===== config.mk =====
export PLATFORM = sky130hd
export DESIGN_NAME = serial_adder_flat
export DESIGN_NICKNAME = d
export VERILOG_FILES = /design/src/rtl/serial_adder_pkg.sv /design/src/rtl/serial_adder_if.sv /design/src/rtl/serial_adder_fa_cell.sv /design/src/rtl/serial_adder.sv /design/src/flat_wrapper.sv
export SDC_FILE = /design/constraint.sdc
export NUM_CORES = 1
export LEC_CHECK = 0
export BUFFER_PORTS_ARGS = -buffer_cell sky130_fd_sc_hd__buf_2
export CAP_MARGIN = 10
export CELL_PAD_IN_SITES_DETAIL_PLACEMENT = 2
export CELL_PAD_IN_SITES_GLOBAL_PLACEMENT = 2
export CORE_ASPECT_RATIO = 1.1
export CORE_MARGIN = 4
export CORE_UTILIZATION = 40
export CTS_CLUSTER_DIAMETER = 120
export DETAILED_ROUTE_END_ITERATION = 10
export GPL_ROUTABILITY_DRIVEN = 0
export GPL_TIMING_DRIVEN = 0
export PLACE_DENSITY = 0.86
export RECOVER_POWER = 50
export SYNTH_ARGS = -nofsm -noshare
export SYNTH_HDL_FRONTEND = slang
export SYNTH_HIERARCHICAL = 1
export SYNTH_SLANG_ARGS = --single-unit

===== constraint.sdc =====
create_clock -name clk -period 3.7 [get_ports clk]
set_clock_uncertainty 0.1 [all_clocks]
set_input_delay 0.37 -clock clk [delete_from_list [all_inputs] [get_ports clk]]
set_output_delay 0.37 -clock clk [all_outputs]
set_load 0.02 [all_outputs]

===== src/rtl/serial_adder_pkg.sv =====
`default_nettype none
// ============================================================================
// Module      : serial_adder_pkg
// Description : State encoding, state type and sizing helper for the
//               bit-serial adder.
// Revision    : 1.0 - initial release
// ============================================================================
package serial_adder_pkg;

    localparam logic [1:0] ST_IDLE = 2'b00;
    localparam logic [1:0] ST_RUN  = 2'b01;
    localparam logic [1:0] ST_DONE = 2'b10;

    typedef enum logic [1:0] {
        S_IDLE = ST_IDLE,
        S_RUN  = ST_RUN,
        S_DONE = ST_DONE
    } state_e;

    // Bit counter must be able to hold values 0..WIDTH.
    function automatic int cnt_width(input int width);
        return $clog2(width + 1);
    endfunction

endpackage : serial_adder_pkg
`default_nettype wire


===== src/rtl/serial_adder_if.sv =====
`default_nettype none
// ============================================================================
// Module      : serial_adder_if
// Description : start/busy/done handshake plus operand and result buses.
// Revision    : 1.0 - initial release
// ============================================================================
interface serial_adder_if #(
    parameter int WIDTH = 8
);
    logic             start;
    logic [WIDTH-1:0] a;
    logic [WIDTH-1:0] b;
    logic             cin;
    logic             busy;
    logic             done;
    logic [WIDTH-1:0] sum;
    logic             cout;

    modport master (
        output start, a, b, cin,
        input  busy, done, sum, cout
    );

    modport slave (
        input  start, a, b, cin,
        output busy, done, sum, cout
    );
endinterface : serial_adder_if
`default_nettype wire


===== src/rtl/serial_adder_fa_cell.sv =====
`default_nettype none
// ============================================================================
// Module      : fa_cell
// Description : Combinational 1-bit full adder from two half adders and OR.
// Revision    : 1.0 - initial release
// ============================================================================
module fa_cell (
    input  wire logic x,
    input  wire logic y,
    input  wire logic ci,
    output logic      s,
    output logic      co
);
    logic w_p;
    logic w_g1;
    logic w_g2;

    assign w_p  = x ^ y;
    assign w_g1 = x & y;
    assign s    = w_p ^ ci;
    assign w_g2 = w_p & ci;
    assign co   = w_g1 | w_g2;
endmodule : fa_cell
`default_nettype wire


===== src/rtl/serial_adder.sv =====
`default_nettype none
// ============================================================================
// Module      : serial_adder
// Description : Bit-serial WIDTH-bit adder, LSB first, one bit per clock,
//               with a start/busy/done handshake.
// Revision    : 1.0 - initial release
// ============================================================================
module serial_adder
    import serial_adder_pkg::*;
#(
    parameter int WIDTH = 8
) (
    input wire logic      clk,
    input wire logic      rst,
    serial_adder_if.slave bus
);
    localparam int CW = cnt_width(WIDTH);

    state_e           r_state_q, w_state_d;
    logic [WIDTH-1:0] r_a_sr_q,  w_a_sr_d;
    logic [WIDTH-1:0] r_b_sr_q,  w_b_sr_d;
    logic [WIDTH-1:0] r_s_sr_q,  w_s_sr_d;
    logic             r_carry_q, w_carry_d;
    logic [CW-1:0]    r_cnt_q,   w_cnt_d;
    logic [WIDTH-1:0] r_sum_q,   w_sum_d;
    logic             r_cout_q,  w_cout_d;

    logic             w_fa_s;
    logic             w_fa_co;
    logic             w_last;
    logic [WIDTH-1:0] w_s_shift;

    fa_cell u_fa_cell (
        .x  (r_a_sr_q[0]),
        .y  (r_b_sr_q[0]),
        .ci (r_carry_q),
        .s  (w_fa_s),
        .co (w_fa_co)
    );

    assign w_last    = (r_cnt_q == CW'(WIDTH - 1));
    // New sum bit enters at the MSB; works for WIDTH=1 as well.
    assign w_s_shift = WIDTH'({w_fa_s, r_s_sr_q} >> 1);

    always_comb begin
        w_state_d = r_state_q;
        w_a_sr_d  = r_a_sr_q;
        w_b_sr_d  = r_b_sr_q;
        w_s_sr_d  = r_s_sr_q;
        w_carry_d = r_carry_q;
        w_cnt_d   = r_cnt_q;
        w_sum_d   = r_sum_q;
        w_cout_d  = r_cout_q;

        case (r_state_q)
            S_IDLE, S_DONE: begin
                if (bus.start) begin
                    w_a_sr_d  = bus.a;
                    w_b_sr_d  = bus.b;
                    w_carry_d = bus.cin;
                    w_cnt_d   = '0;
                    w_state_d = S_RUN;
                end else begin
                    w_state_d = S_IDLE;
                end
            end

            S_RUN: begin
                w_a_sr_d  = r_a_sr_q >> 1;
                w_b_sr_d  = r_b_sr_q >> 1;
                w_s_sr_d  = w_s_shift;
                w_carry_d = w_fa_co;
                w_cnt_d   = r_cnt_q + CW'(1);
                if (w_last) begin
                    w_sum_d   = w_s_shift;
                    w_cout_d  = w_fa_co;
                    w_state_d = S_DONE;
                end
            end

            default: begin
                w_state_d = S_IDLE;
            end
        endcase
    end

    always_ff @(posedge clk or posedge rst) begin
        if (rst) begin
            r_state_q <= S_IDLE;
            r_a_sr_q  <= '0;
            r_b_sr_q  <= '0;
            r_s_sr_q  <= '0;
            r_carry_q <= 1'b0;
            r_cnt_q   <= '0;
            r_sum_q   <= '0;
            r_cout_q  <= 1'b0;
        end else begin
            r_state_q <= w_state_d;
            r_a_sr_q  <= w_a_sr_d;
            r_b_sr_q  <= w_b_sr_d;
            r_s_sr_q  <= w_s_sr_d;
            r_carry_q <= w_carry_d;
            r_cnt_q   <= w_cnt_d;
            r_sum_q   <= w_sum_d;
            r_cout_q  <= w_cout_d;
        end
    end

    assign bus.busy = (r_state_q == S_RUN);
    assign bus.done = (r_state_q == S_DONE);
    assign bus.sum  = r_sum_q;
    assign bus.cout = r_cout_q;

endmodule : serial_adder
`default_nettype wire

===== src/flat_wrapper.sv =====
// flat-port wrapper written by rule: the top's interface ports become plain ports
module serial_adder_flat import serial_adder_pkg::*;
#(
    parameter int WIDTH = 8
)
  (clk, rst, bus_start, bus_a, bus_b, bus_cin, bus_busy, bus_done, bus_sum, bus_cout);
  serial_adder_if #(.WIDTH(WIDTH)) bus_i ();
  input wire logic clk;
  input wire logic rst;
  input wire logic [$bits(bus_i.start)-1:0] bus_start;
  input wire logic [$bits(bus_i.a)-1:0] bus_a;
  input wire logic [$bits(bus_i.b)-1:0] bus_b;
  input wire logic [$bits(bus_i.cin)-1:0] bus_cin;
  output wire logic [$bits(bus_i.busy)-1:0] bus_busy;
  output wire logic [$bits(bus_i.done)-1:0] bus_done;
  output wire logic [$bits(bus_i.sum)-1:0] bus_sum;
  output wire logic [$bits(bus_i.cout)-1:0] bus_cout;
  assign bus_i.start = bus_start;
  assign bus_i.a = bus_a;
  assign bus_i.b = bus_b;
  assign bus_i.cin = bus_cin;
  assign bus_busy = bus_i.busy;
  assign bus_done = bus_i.done;
  assign bus_sum = bus_i.sum;
  assign bus_cout = bus_i.cout;
  serial_adder #(.WIDTH(WIDTH)) u_core (.clk(clk), .rst(rst), .bus(bus_i));
endmodule

[Word-level counts from Yosys, hierarchy flattened]
Cells that the tools add are included.
Operators by class
  reduce and logical (&&, ||, !) cells: 5
  mux-type cells: 11
  bitwise operators: 5
  equality and inequality tests: 5
  add/subtract/negate cells: 1
Operator list (number)
  $pmux 8 s2: 2
  $mux 8: 2
  $pmux 4 s2: 1
  $add 4x1->4 const B: 1
  $eq 4x3->1 const B: 1
  $mux 4: 1
  $pmux 2 s2: 1
  $reduce_and 2->1: 2
  $and 1x1->1: 2
  $eq 2x1->1 const B: 1
  $eq 2x2->1 const B: 1
  $logic_not 2->1: 1
  $mux 1: 2
  $mux 2: 1
  $ne 2x1->1 const B: 1
  $ne 2x2->1 const B: 1
  $pmux 1 s2: 1
  $reduce_bool 2->1: 1
  $reduce_or 2->1: 1
  $xor 1x1->1: 2
  $or 1x1->1: 1
Word-level totals
  output and inout port bits: 11
  logic and storage cells: 35
  register bits after elaboration: 40
  input bits: 20

[Longest topological paths before layout]
Gate-level depths: netlist (run 1).
  word-level depth: 4
  mapped depth: 5

[Cells and area by module]
Netlist (run 1), hierarchy kept.
Modules (own cells, without submodules)
  serial_adder: cells each 113, area an instance 1611.5 um2, sequential area each 975.9 um2, times used 1
  fa_cell: cells each 1, area an instance 20.0 um2, sequential area each 0.0 um2, times used 1

[Worst setup path before layout (run 1)]
No wires, ideal clock.
  path type: reg-to-reg
  start point: reg u_core.r_cnt_q[0]
  end point: reg u_core.r_cout_q (netlist: u_core/bus.cout)
  path slack: 2223 ps
  buffers on the path: 1
  setup time: 125 ps
  cell stages (with the launch flop): 6
  arrival time: 1253 ps
  clock period less this slack: 1477 ps
  cell sequence: dfrtp_1 ha_1 nand2_1 nor3b_2 buf_4 mux2_2
Between the ends
  longest elaborated chain between the ends: 2
RTL lines
  from (decl): line serial_adder.sv:24  | logic [CW-1:0] r_cnt_q, w_cnt_d;
  from (signal assigned): line serial_adder.sv:103  | r_cnt_q <= w_cnt_d;
  $eq 4x3->1: line serial_adder.sv:41  | assign w_last = (r_cnt_q == CW'(WIDTH - 1));
  $reduce_and 2->1 (no source line)
  to (signal assigned): line serial_adder.sv:105  | r_cout_q <= w_cout_d;
  to (decl): line serial_adder.sv:26  | logic r_cout_q, w_cout_d;
No other way between the ends.
A chain may end at the register's enable or synchronous reset.

[Worst setup path in the final report (run 1)]
  start point: reg u_core.r_state_q[1]
  end point: out bus_busy
Between the ends
  longest elaborated chain between the ends: 1
RTL lines
  from (decl): line serial_adder.sv:19  | state_e r_state_q, w_state_d;
  from (signal assigned): line serial_adder.sv:98  | r_state_q <= w_state_d;
  $eq 2x1->1: line serial_adder.sv:109  | assign bus.busy = (r_state_q == S_RUN);
  to (decl): line flat_wrapper.sv:14  | output wire logic [$bits(bus_i.busy)-1:0] bus_busy;
No other way between the ends.

==> out/metrics.csv, run 1 <==
stage;metric;value;unit
pwr;Max IR drop VDD;385;uV
run_status;status;completed;
route;Pre-antenna DRT Iters;4;
finish;area occupied by registers;976;sq um
place;Placed Area;1870;sq um
synthesis;Post-Synthesis Cells;114;
place;HPWL Detailed;2.64;mm
setup_path;crit end category;output port;
finish;Util after Layout;48.5;%
synthesis;sequential area share after synthesis;59.8;%
sta;setup violators final;0;
route;WL final;3.55;mm
global_route;GR Util All Layers;15.7;%
sta;Worst slew margin;35.4;%
sta;Final period util;59.0;%
sta;RSZ-0062 raised after global routing;no;
route;initial DRC count;47;
synthesis;largest family of logic cells by synthesized area;compound AO/OA/AOI/OAI gates;
finish;ant diodes;0;
setup_path;CP bufs+invs;3;
die;die height;75.0;um
setup_path;sequence of cells on the critical path;and2b_4 > buf_6 > clkbuf_1 > buf_2;
synthesis;most instantiated cells after synthesis;dfrtp_1 (39), a22o_1 (19), mux2_2 (17), a21o_1 (15);
cts;Setup Fix Bufs, Post-CTS;0;
route;Via density;5.27;
cts;CTS Sinks;39;
cts;hold_buf cts;0;
global_route;first-pass GRT wire length;5.85;mm
synthesis;syn_area_per_cell;14.3;sq um
cts;number of buffers created by CTS;5;
synthesis;post-synthesis compound-gate area fraction;17.4;%
synthesis;Post-Synthesis Cell Area;1630;sq um
route;remaining antenna violation count after routing;0;
die;core area;3960;sq um
finish;nets;174;
setup_path;Worst Path Required;3.23;ns
route;Wirelength per Cell;17.3;um
synthesis;Synth cell types;19;
die;Die Width;68.9;um
cts;TritonCTS clock tree;yes;
synthesis;dominant cells by area after synthesis;dfrtp_1 (60%), mux2_2 (12%), a22o_1 (10%);
setup_path;Setup crit start;u_core/r_state_q[1]$_DFFE_PP0P_;
die;die area;5170;sq um
pwr;P per Cell Area;915;nW/um^2
sta;setup TNS;0;ns
synthesis;post-synthesis net count;136;
setup_path;Worst Setup Path Type;reg2out;
setup_path;CP Launch Type;flop;
sta;Fin. Hold Viols;0;
synthesis;multiplexer share of the synthesized area;13.0;%
die;Initial Utilization;41.2;%
setup_path;kind of cell adding the most delay to the critical path;buffers and inverters;
synthesis;EDFF count, synth;0;
cts;clk buf depth;2;
setup_path;worst-path maximum fanout;10;
cts;CTS root buffer;clkbuf_8;
setup_path;slowest stage delay, CP;0.38;ns
finish;post-route cell area;1920;sq um
synthesis;YS warnings;6;
finish;FILL cells;416;
synthesis;Seq cells post-synth;39;
finish;Area Overhead vs Synth;17.8;%
place;I/O Buffers;30;
global_route;grt ovf;0;
synthesis;leading area contributor after synthesis;dfrtp_1;
setup_path;Crit-path slowest cell;dfrtp_1;
job;max-capacitance violation count;0;
cts;CTS resizes;0;
global_route;largest net degree at the start of global routing;23;
worst_hold_path;type of the worst min-delay path;in2async;
synthesis;Synth Area in Simple Gates;4.37;%
die;Cell Rows;24;
sta;Fmax achieved;0.458;GHz
route;DRC;0;
cts;Clk pin slew, worst setup/hold paths;0.07;ns
synthesis;share of flip-flops with an asynchronous set or reset;100;%
synthesis;XOR/XNOR Fraction of Synth Area;0;%
route;Vias;1081;
synthesis;top-count cell post-synth;dfrtp_1;
setup_path;RR Startpoint;u_core/r_state_q[1]$_DFFE_PP0P_;
sta;post-route minimum period;2.18;ns
synthesis;post-synth top area share;59.8;%
setup_path;WP data arrival;1.71;ns
synthesis;adder-cell share of the synthesized area;1.99;%
sta;Fin Hold WS;0.123;ns
sta;Slew @ Worst Pin;0.969;ns
synthesis;Post-synth top flop;dfrtp_1;
finish;share of cells above drive strength 1;39.2;%
finish;Multi-input gate area;599;sq um
cts;CTS H-tree lvls;2;
cts;later-pin clock latency in the skew report;0.29;ns
global_route;initial antenna violation count;0;
global_route;vias in the first global route;1220;
sta;Slew Viols, Final;0;
pwr;Leak Pwr;1.01;nW
die;I/O Pins;31;
==> through the flow <==
| stage | power (mW) | instances | setup slack (ns) |
|---|---|---|---|
| floorplan | 1.29 | 114 | 2.22 |
| global route | 1.89 | 205 | 1.37 |
| CTS | 1.81 | 205 | 1.78 |
| finish | 1.76 | 205 | 1.52 |
| detailed placement | 1.53 | 197 | 1.96 |
| global placement | 1.45 | 196 | 1.90 |
==> cell usage in the layout, fill, tap and decap left out <==
cell and n:
a21o_1 15, a22o_1 19, and2b_4 1, buf_2 29, buf_4 2, buf_6 1, clkbuf_1 6, clkbuf_8 5
clkinv_2 3, dfrtp_1 39, fa_1 1, ha_1 1, inv_1 1, mux2_2 17, mux2i_1 2, nand2_1 3
nand2b_1 1, nand4_1 1, nor2_2 1, nor2b_1 3, nor3b_2 1, o21ai_0 1
==> worst reg2reg max path, delay by kind of cell, from the launching register on <==
kind,cells,cell delay [ns]
flops,1,0.38
simple gates,1,0.28
mux,1,0.40
buf+inv,2,0.51
==> flip-flops by register name, summed over array words and instances, names as in the netlist <==
signal            count
u_core/r_a_sr_q       8
u_core/r_cnt_q        4
u_core/bus.cout       1
u_core/r_b_sr_q       8
u_core/bus.sum        8
u_core/r_carry_q      1
u_core/r_state_q      2
u_core/r_s_sr_q       7
==> final timing paths <==
kind,endpoint,slack (ns),cells after the start
setup reg to reg,u_core/r_s_sr_q[1]$_DFFE_PP0P_,1.92,4
min in group clk,u_core/r_b_sr_q[7]$_DFFE_PP0P_,0.21,2
hold reg to reg,u_core/r_a_sr_q[2]$_DFFE_PP0P_,0.38,1
setup / recovery,bus_busy,1.52,4
max in group asynchronous,u_core/bus.cout$_DFFE_PP0P_,2.03,3
hold / removal,u_core/r_cnt_q[2]$_DFFE_PP0P_,0.12,2
==> kinds of logic (layout without fill, tap and decap cells) <==
family / after synthesis / after routing
compound gates: 35 / 35
fa+ha+maj: 2 / 2
buf+inv: 8 / 47
flops: 39 / 39
mux: 19 / 19
simple gates: 11 / 11
==> cell type report <==
cell class                      instances  area share (%)
Timing Repair Buffer                   31            7.75
Multi-Input combinational cell         67            31.2
Clock inverter                          3           0.781
Clock buffer                            5            3.58
Inverter                                1           0.195
Buffer                                  7            2.34
Sequential cell                        39            50.8
Tap cell                               52            3.39
==> power by group <==
group | switching, mW | internal, mW
combinational | 0.361 | 0.373
clock | 0.142 | 0.129
sequential | 0.127 | 0.626
==> per-layer routing <==
layer	track usage [%]	up-vias	wire length (um)	part of all wire, %
li1	-	491	-	-
met4	6.49	0	62	1.7
met1	18.7	554	1490	42
met5	0	-	0	0
met3	4.63	7	177	5.0
met2	26.5	29	1820	51
(Power assumes the default switching activity.)
==> inputs of run 2 (changes only) <==
Settings changed: CORE_UTILIZATION 40 to 37, PLACE_DENSITY 0.86 to 0.8.
Clock period 3.7 ns to 2.1 ns, I/O delays scaled along.
==> run 2 against run 1 <==
The flow now finishes with violations (hold timing). Clock power grew 130%. Clock-buffer cell count is the same. Sequential share of layout area shrank 0.97 points. Critical endpoint unchanged.
==> out/metrics.csv, run 2 (synthesized netlist as in run 1, its figures left out) <==
stage;metric;value;unit;change
finish;area occupied by registers;976;sq um;unchanged
finish;nets;174;;unchanged
route;Pre-antenna DRT Iters;4;;unchanged
sta;Slew Viols, Final;0;;unchanged
setup_path;slowest stage delay, CP;0.39;ns;about the same
finish;Multi-input gate area;599;sq um;unchanged
cts;number of buffers created by CTS;5;;unchanged
die;die area;5540;sq um;+7.2%
setup_path;worst reg-to-reg path cell count;5;;+1
setup_path;Critical Path Most Common Cell;buf_6;;
setup_path;crit end category;output port;;
cts;clk buf depth;2;;unchanged
setup_path;CP Launch Type;flop;;
global_route;vias in the first global route;1304;;+6.9%
route;Wirelength per Cell;17.9;um;+3.7%
finish;Util after Layout;45.7;%;-2.8 points
route;remaining antenna violation count after routing;0;;unchanged
die;I/O Pins;31;;unchanged
sta;post-route minimum period;1.73;ns;
finish;FILL cells;431;;+3.6%
setup_path;worst-path maximum fanout;10;;unchanged
route;WL final;3.71;mm;+4.7%
global_route;grt ovf;0;;unchanged
cts;CTS root buffer;clkbuf_8;;
cts;TritonCTS clock tree;yes;;
sta;setup violators final;0;;unchanged
global_route;first-pass GRT wire length;6.58;mm;+12%
finish;most common cell after layout, fill and taps aside;dfrtp_1;;
setup_path;Levels on crit path;4;;unchanged
pwr;P per Cell Area;1660;nW/um^2;+81%
place;I/O Buffers;30;;unchanged
sta;RSZ-0062 raised after global routing;no;;
job;max-capacitance violation count;0;;unchanged
route;Vias;1091;;+0.93%
run_status;failing checks;hold timing;;
setup_path;RR Startpoint;u_core/r_cnt_q[0]$_DFFE_PP0P_;;
die;Die Width;71.3;um;+3.5%
die;core area;4290;sq um;+8.1%
route;initial DRC count;47;;unchanged
sta;setup TNS;0;ns;unchanged
die;Cell Rows;25;;+4.2%
die;die height;77.6;um;+3.5%
pwr;Leak Pwr;1.02;nW;+1.2%
route;DRC;0;;unchanged
global_route;GR Util All Layers;15.7;%;-0.083 points
cts;hold_buf cts;0;;unchanged
setup_path;Worst Setup Path Type;reg2out;;
setup_path;CP bufs+invs;3;;unchanged
setup_path;Worst Path Required;1.79;ns;-1.44 ns
sta;Final period util;82.1;%;
sta;Fmax achieved;0.580;GHz;
setup_path;sequence of cells on the critical path;and2b_4 > buf_6 > buf_6 > buf_2;;
setup_path;Crit-path slowest cell;dfrtp_1;;
place;HPWL Detailed;2.67;mm;+1.1%
cts;CTS Sinks;39;;unchanged
setup_path;r2r endpoint;u_core/bus.cout$_DFFE_PP0P_;;
sta;final worst setup slack;0.375;ns;-1.14 ns
setup_path;WP data arrival;1.42;ns;-0.29 ns
setup_path;kind of cell adding the most delay to the critical path;buffers and inverters;;
cts;Setup Fix Bufs, Post-CTS;0;;unchanged
die;Initial Utilization;38.1;%;-3.1 points
cts;Clk pin slew, worst setup/hold paths;0.08;ns;about the same
pwr;Max IR drop VDD;717;uV;+86%
pwr;Tot Pwr;3.25;mW;+85%
setup_path;Setup crit start;u_core/r_state_q[1]$_DFFE_PP0P_;;
global_route;largest net degree at the start of global routing;22;;-4.3%
sta;Fin. Hold Viols;20;;+20
run_status;status;finished, violations left;;
sta;Slew @ Worst Pin;1.07;ns;+0.102 ns
sta;Fin Hold WS;-0.0447;ns;-0.168 ns
route;Via density;5.27;;about the same
cts;CTS H-tree lvls;2;;unchanged
finish;Area Overhead vs Synth;20.1;%;
setup_path;CP endpoint;bus_busy;;
finish;ant diodes;0;;unchanged
worst_hold_path;type of the worst min-delay path;in2async;;
cts;later-pin clock latency in the skew report;0.29;ns;about the same
finish;most frequent cells in the layout;dfrtp_1 (39), buf_2 (28), a22o_1 (19);;
setup_path;setup slack, reg-to-reg;0.42;ns;-1.50 ns
finish;share of cells above drive strength 1;39.2;%;unchanged
place;worst slack, placed;0.407;ns;-1.55 ns
cts;CTS resizes;0;;unchanged
global_route;initial antenna violation count;0;;unchanged
sta;Worst slew margin;28.6;%;-6.8 points
[run 2: changes by cell type in the layout (fill, tap and decap cells not counted), sizes merged]
cell    previous run  this run
clkinv             3         2
bufinv             0         1
[run 2: per-layer routing]
| layer | vias to the layer above | global-route usage [%] | routed length, um | part of all wire, % |
|---|---|---|---|---|
| li1 | 494 | - | - | - |
| met1 | 565 | 17.8 | 1510 | 41 |
| met2 | 28 | 26.9 | 1940 | 52 |
| met3 | 4 | 5.05 | 215 | 5.8 |
| met4 | 0 | 6.20 | 57 | 1.5 |
| met5 | - | 0 | 0 | 0 |
[run 2: final cells by class]
cell class | count | area share (%)
Sequential cell | 39 | 49.8
Multi-Input combinational cell | 67 | 30.6
Timing Repair Buffer | 31 | 7.54
Clock buffer | 5 | 3.51
Tap cell | 54 | 3.45
Buffer | 7 | 2.68
Clock inverter | 3 | 2.23
Inverter | 1 | 0.192
[run 2: power breakdown]
part | switching (mW) | internal (mW) | leakage, nW
registers | 0.226 | 1.10 | 0.488
logic | 0.629 | 0.670 | 0.479
clock network | 0.267 | 0.354 | 0.0581
[run 2: how the worst min path moves through the flow]
stage               startpoint                              end
detailed placement         rst    u_core/bus.sum[4]$_DFFE_PP0P_
CTS                        rst    u_core/bus.sum[3]$_DFFE_PP0P_
finish                     rst    u_core/bus.sum[3]$_DFFE_PP0P_
global placement      bus_a[7]   u_core/r_a_sr_q[7]$_DFFE_PP0P_
global route               rst    u_core/bus.sum[3]$_DFFE_PP0P_
floorplan            bus_start  u_core/r_state_q[0]$_DFFE_PP0P_
[run 2: metrics by stage]
step	area, sq um	instances
detailed placement	1880	199
global route	1960	207
floorplan	1630	114
CTS	1990	207
global placement	1850	198
finish	1960	207
[run 2: worst reg2reg max path, delay by kind of cell, from the launching register on]
kind | cells | cell delay [ns]
flip-flops | 1 | 0.38
multiplexers | 1 | 0.37
AND/OR/NAND/NOR | 2 | 0.29
adder cells (fa/ha/maj) | 1 | 0.21
buffers and inverters | 1 | 0.21
==> inputs of run 3 (changes only) <==
Settings changed: CORE_UTILIZATION 37 to 33, PLACE_DENSITY 0.8 to 0.76.
Clock period 2.1 ns to 1.5 ns, I/O delays scaled along.
==> run 3 against run 2 <==
The run ends with setup timing left. Design area grew 13%. Global-route usage grew 0.27 points. Hold slack gained 0.051 ns. Clock-buffer cell count grew 1. Flip-flop and latch count is the same. Via count grew 7.6%. Sequential power grew 44%. Die area grew 11%. Clock power grew 49%. Setup slack lost 0.54 ns.
==> out/metrics.csv, run 3 (synthesized netlist as in run 1, its figures left out) <==
stage;metric;value;unit;change
route;initial DRC count;49;;+4.3%
sta;Slew Viols, Final;0;;unchanged
route;Pre-antenna DRT Iters;4;;unchanged
sta;post-route minimum period;1.66;ns;
setup_path;WP data arrival;1.74;ns;+0.32 ns
finish;Area Overhead vs Synth;36.2;%;
setup_path;slowest stage delay, CP;0.44;ns;+0.05 ns
die;Cell Rows;26;;+4.0%
sta;Fmax achieved;0.602;GHz;
worst_hold_path;WHS Path Cells;2;;
die;Initial Utilization;34.6;%;-3.5 points
pwr;P per Cell Area;2420;nW/um^2;+46%
route;Via density;5.24;;-0.56%
pwr;Tot Pwr;5.37;mW;+65%
sta;setup TNS;-1.38;ns;-1.38 ns
setup_path;crit end category;flop;;
finish;ant diodes;0;;unchanged
finish;share of cells above drive strength 1;44.6;%;+5.4 points
setup_path;Crit-path slowest cell;dfrtp_1;;
cts;CTS Sinks;39;;unchanged
sta;Fin. Hold Viols;0;;-100%
die;Die Width;75.0;um;+5.2%
cts;TritonCTS clock tree;yes;;
global_route;initial antenna violation count;0;;unchanged
route;Wirelength per Cell;20.0;um;+12%
sta;Final period util;111;%;
route;remaining antenna violation count after routing;0;;unchanged
setup_path;Worst Path Required;1.57;ns;-0.22 ns
die;core area;4720;sq um;+10%
sta;Slew @ Worst Pin;0.817;ns;-0.254 ns
cts;Clk pin slew, worst setup/hold paths;0.09;ns;about the same
finish;nets;189;;+8.6%
place;I/O Buffers;30;;unchanged
worst_hold_path;type of the worst min-delay path;in2reg;;
global_route;first-pass GRT wire length;7.07;mm;+7.5%
sta;setup violators final;12;;+12
route;DRC;0;;unchanged
cts;CTS root buffer;clkbuf_8;;
die;I/O Pins;31;;unchanged
cts;later-pin clock latency in the skew report;0.30;ns;about the same
global_route;GR Util All Layers;15.9;%;+0.27 points
run_status;failing checks;setup timing;;
cts;number of buffers created by CTS;5;;unchanged
setup_path;worst reg-to-reg path cell count;5;;unchanged
route;Vias;1174;;+7.6%
setup_path;Worst Setup Path Type;reg2reg;;
finish;most common cell after layout, fill and taps aside;dfrtp_1;;
run_status;status;finished, violations left;;
sta;final worst setup slack;-0.162;ns;-0.537 ns
pwr;Max IR drop VDD;1390;uV;+93%
finish;most frequent cells in the layout;dfrtp_1 (39), buf_2 (20), a22o_1 (19);;
sta;Worst slew margin;45.4;%;+17 points
finish;Util after Layout;47.1;%;+1.4 points
cts;clk buf depth;2;;unchanged
cts;CTS H-tree lvls;2;;unchanged
die;die height;81.7;um;+5.3%
die;die area;6130;sq um;+11%
global_route;largest net degree at the start of global routing;40;;+82%
route;WL final;4.49;mm;+21%
setup_path;worst-path maximum fanout;5;;-5
job;max-capacitance violation count;0;;unchanged
place;HPWL Detailed;2.57;mm;-3.8%
global_route;grt ovf;0;;unchanged
global_route;vias in the first global route;1289;;-1.2%
pwr;Leak Pwr;1.16;nW;+13%
sta;RSZ-0062 raised after global routing;yes;;
setup_path;CP Launch Type;flop;;
setup_path;sequence of cells on the critical path;ha_4 > nand2_4 > nor3b_4 > buf_6 > mux2_4;;
setup_path;setup slack, reg-to-reg;-0.16;ns;-0.58 ns
## run 3: cell count changes in the layout (fill, tap and decap cells not counted), sizes merged
cell and delta:
buf +9, clkinv -1, clkbuf +5, dlygate4sd3 +2
## run 3: where the power goes
part | switching (mW) | internal (mW) | total (mW)
combinational | 1.09 | 1.44 | 2.52
sequential | 0.376 | 1.54 | 1.92
clock | 0.383 | 0.539 | 0.921
## run 3: worst max-delay path, delay by kind of cell, from the launching register on
family / cells / cell delay [ns]
mux: 1 / 0.31
flops: 1 / 0.44
fa+ha+maj: 1 / 0.18
buf+inv: 1 / 0.18
simple gates: 2 / 0.33
## run 3: timing repair
item,in CTS,in global routing
pin swaps,2,9
setup endpoints to repair,25,36
cloned,1,0
hold endpoints to repair,40,0
hold buffers,2,0
setup buffers,6,7
resized for setup,21,14
## run 3: final cells by class
type                    count  area, sq um
plain buffers               7         75.1
clock buffers               6         82.6
clock inverters             2         35.0
fillers                   458         2490
inverters                   1         3.75
multi-input cells          67          686
flip-flops and latches     39          976
well taps                  56         70.1
repair buffers             46          294
## run 3: final timing paths
path / startpoint / end
hold / removal: bus_b[7] / u_core/r_b_sr_q[7]$_DFFE_PP0P_
setup / recovery: u_core/r_cnt_q[1]$_DFFE_PP0P_ / u_core/bus.cout$_DFFE_PP0P_
hold reg to reg: u_core/r_b_sr_q[1]$_DFFE_PP0P_ / u_core/r_b_sr_q[1]$_DFFE_PP0P_
setup reg to reg: u_core/r_cnt_q[1]$_DFFE_PP0P_ / u_core/bus.cout$_DFFE_PP0P_
min in group asynchronous: rst / u_core/r_a_sr_q[3]$_DFFE_PP0P_
max in group asynchronous: rst / u_core/r_cnt_q[1]$_DFFE_PP0P_
## run 3: per-layer routing
layer / vias to the layer above / share of wire (%) / GRT usage, %
met5: - / 0 / 0
met4: 0 / 0.91 / 3.74
met3: 5 / 4.6 / 4.53
met2: 31 / 51 / 27.6
met1: 613 / 44 / 19.4
li1: 525 / - / -
## run 3: through the flow
step / setup WS, ns / hold slack (ns) / instances / area, sq um
floorplan: 0.0228 / 0.183 / 114 / 1630
global placement: -0.114 / 0.286 / 200 / 1850
detailed placement: -0.209 / 0.258 / 200 / 1850
CTS: -0.122 / 0.00650 / 217 / 2130
global route: -0.206 / 0.00728 / 224 / 2220
finish: -0.162 / 0.00663 / 224 / 2220
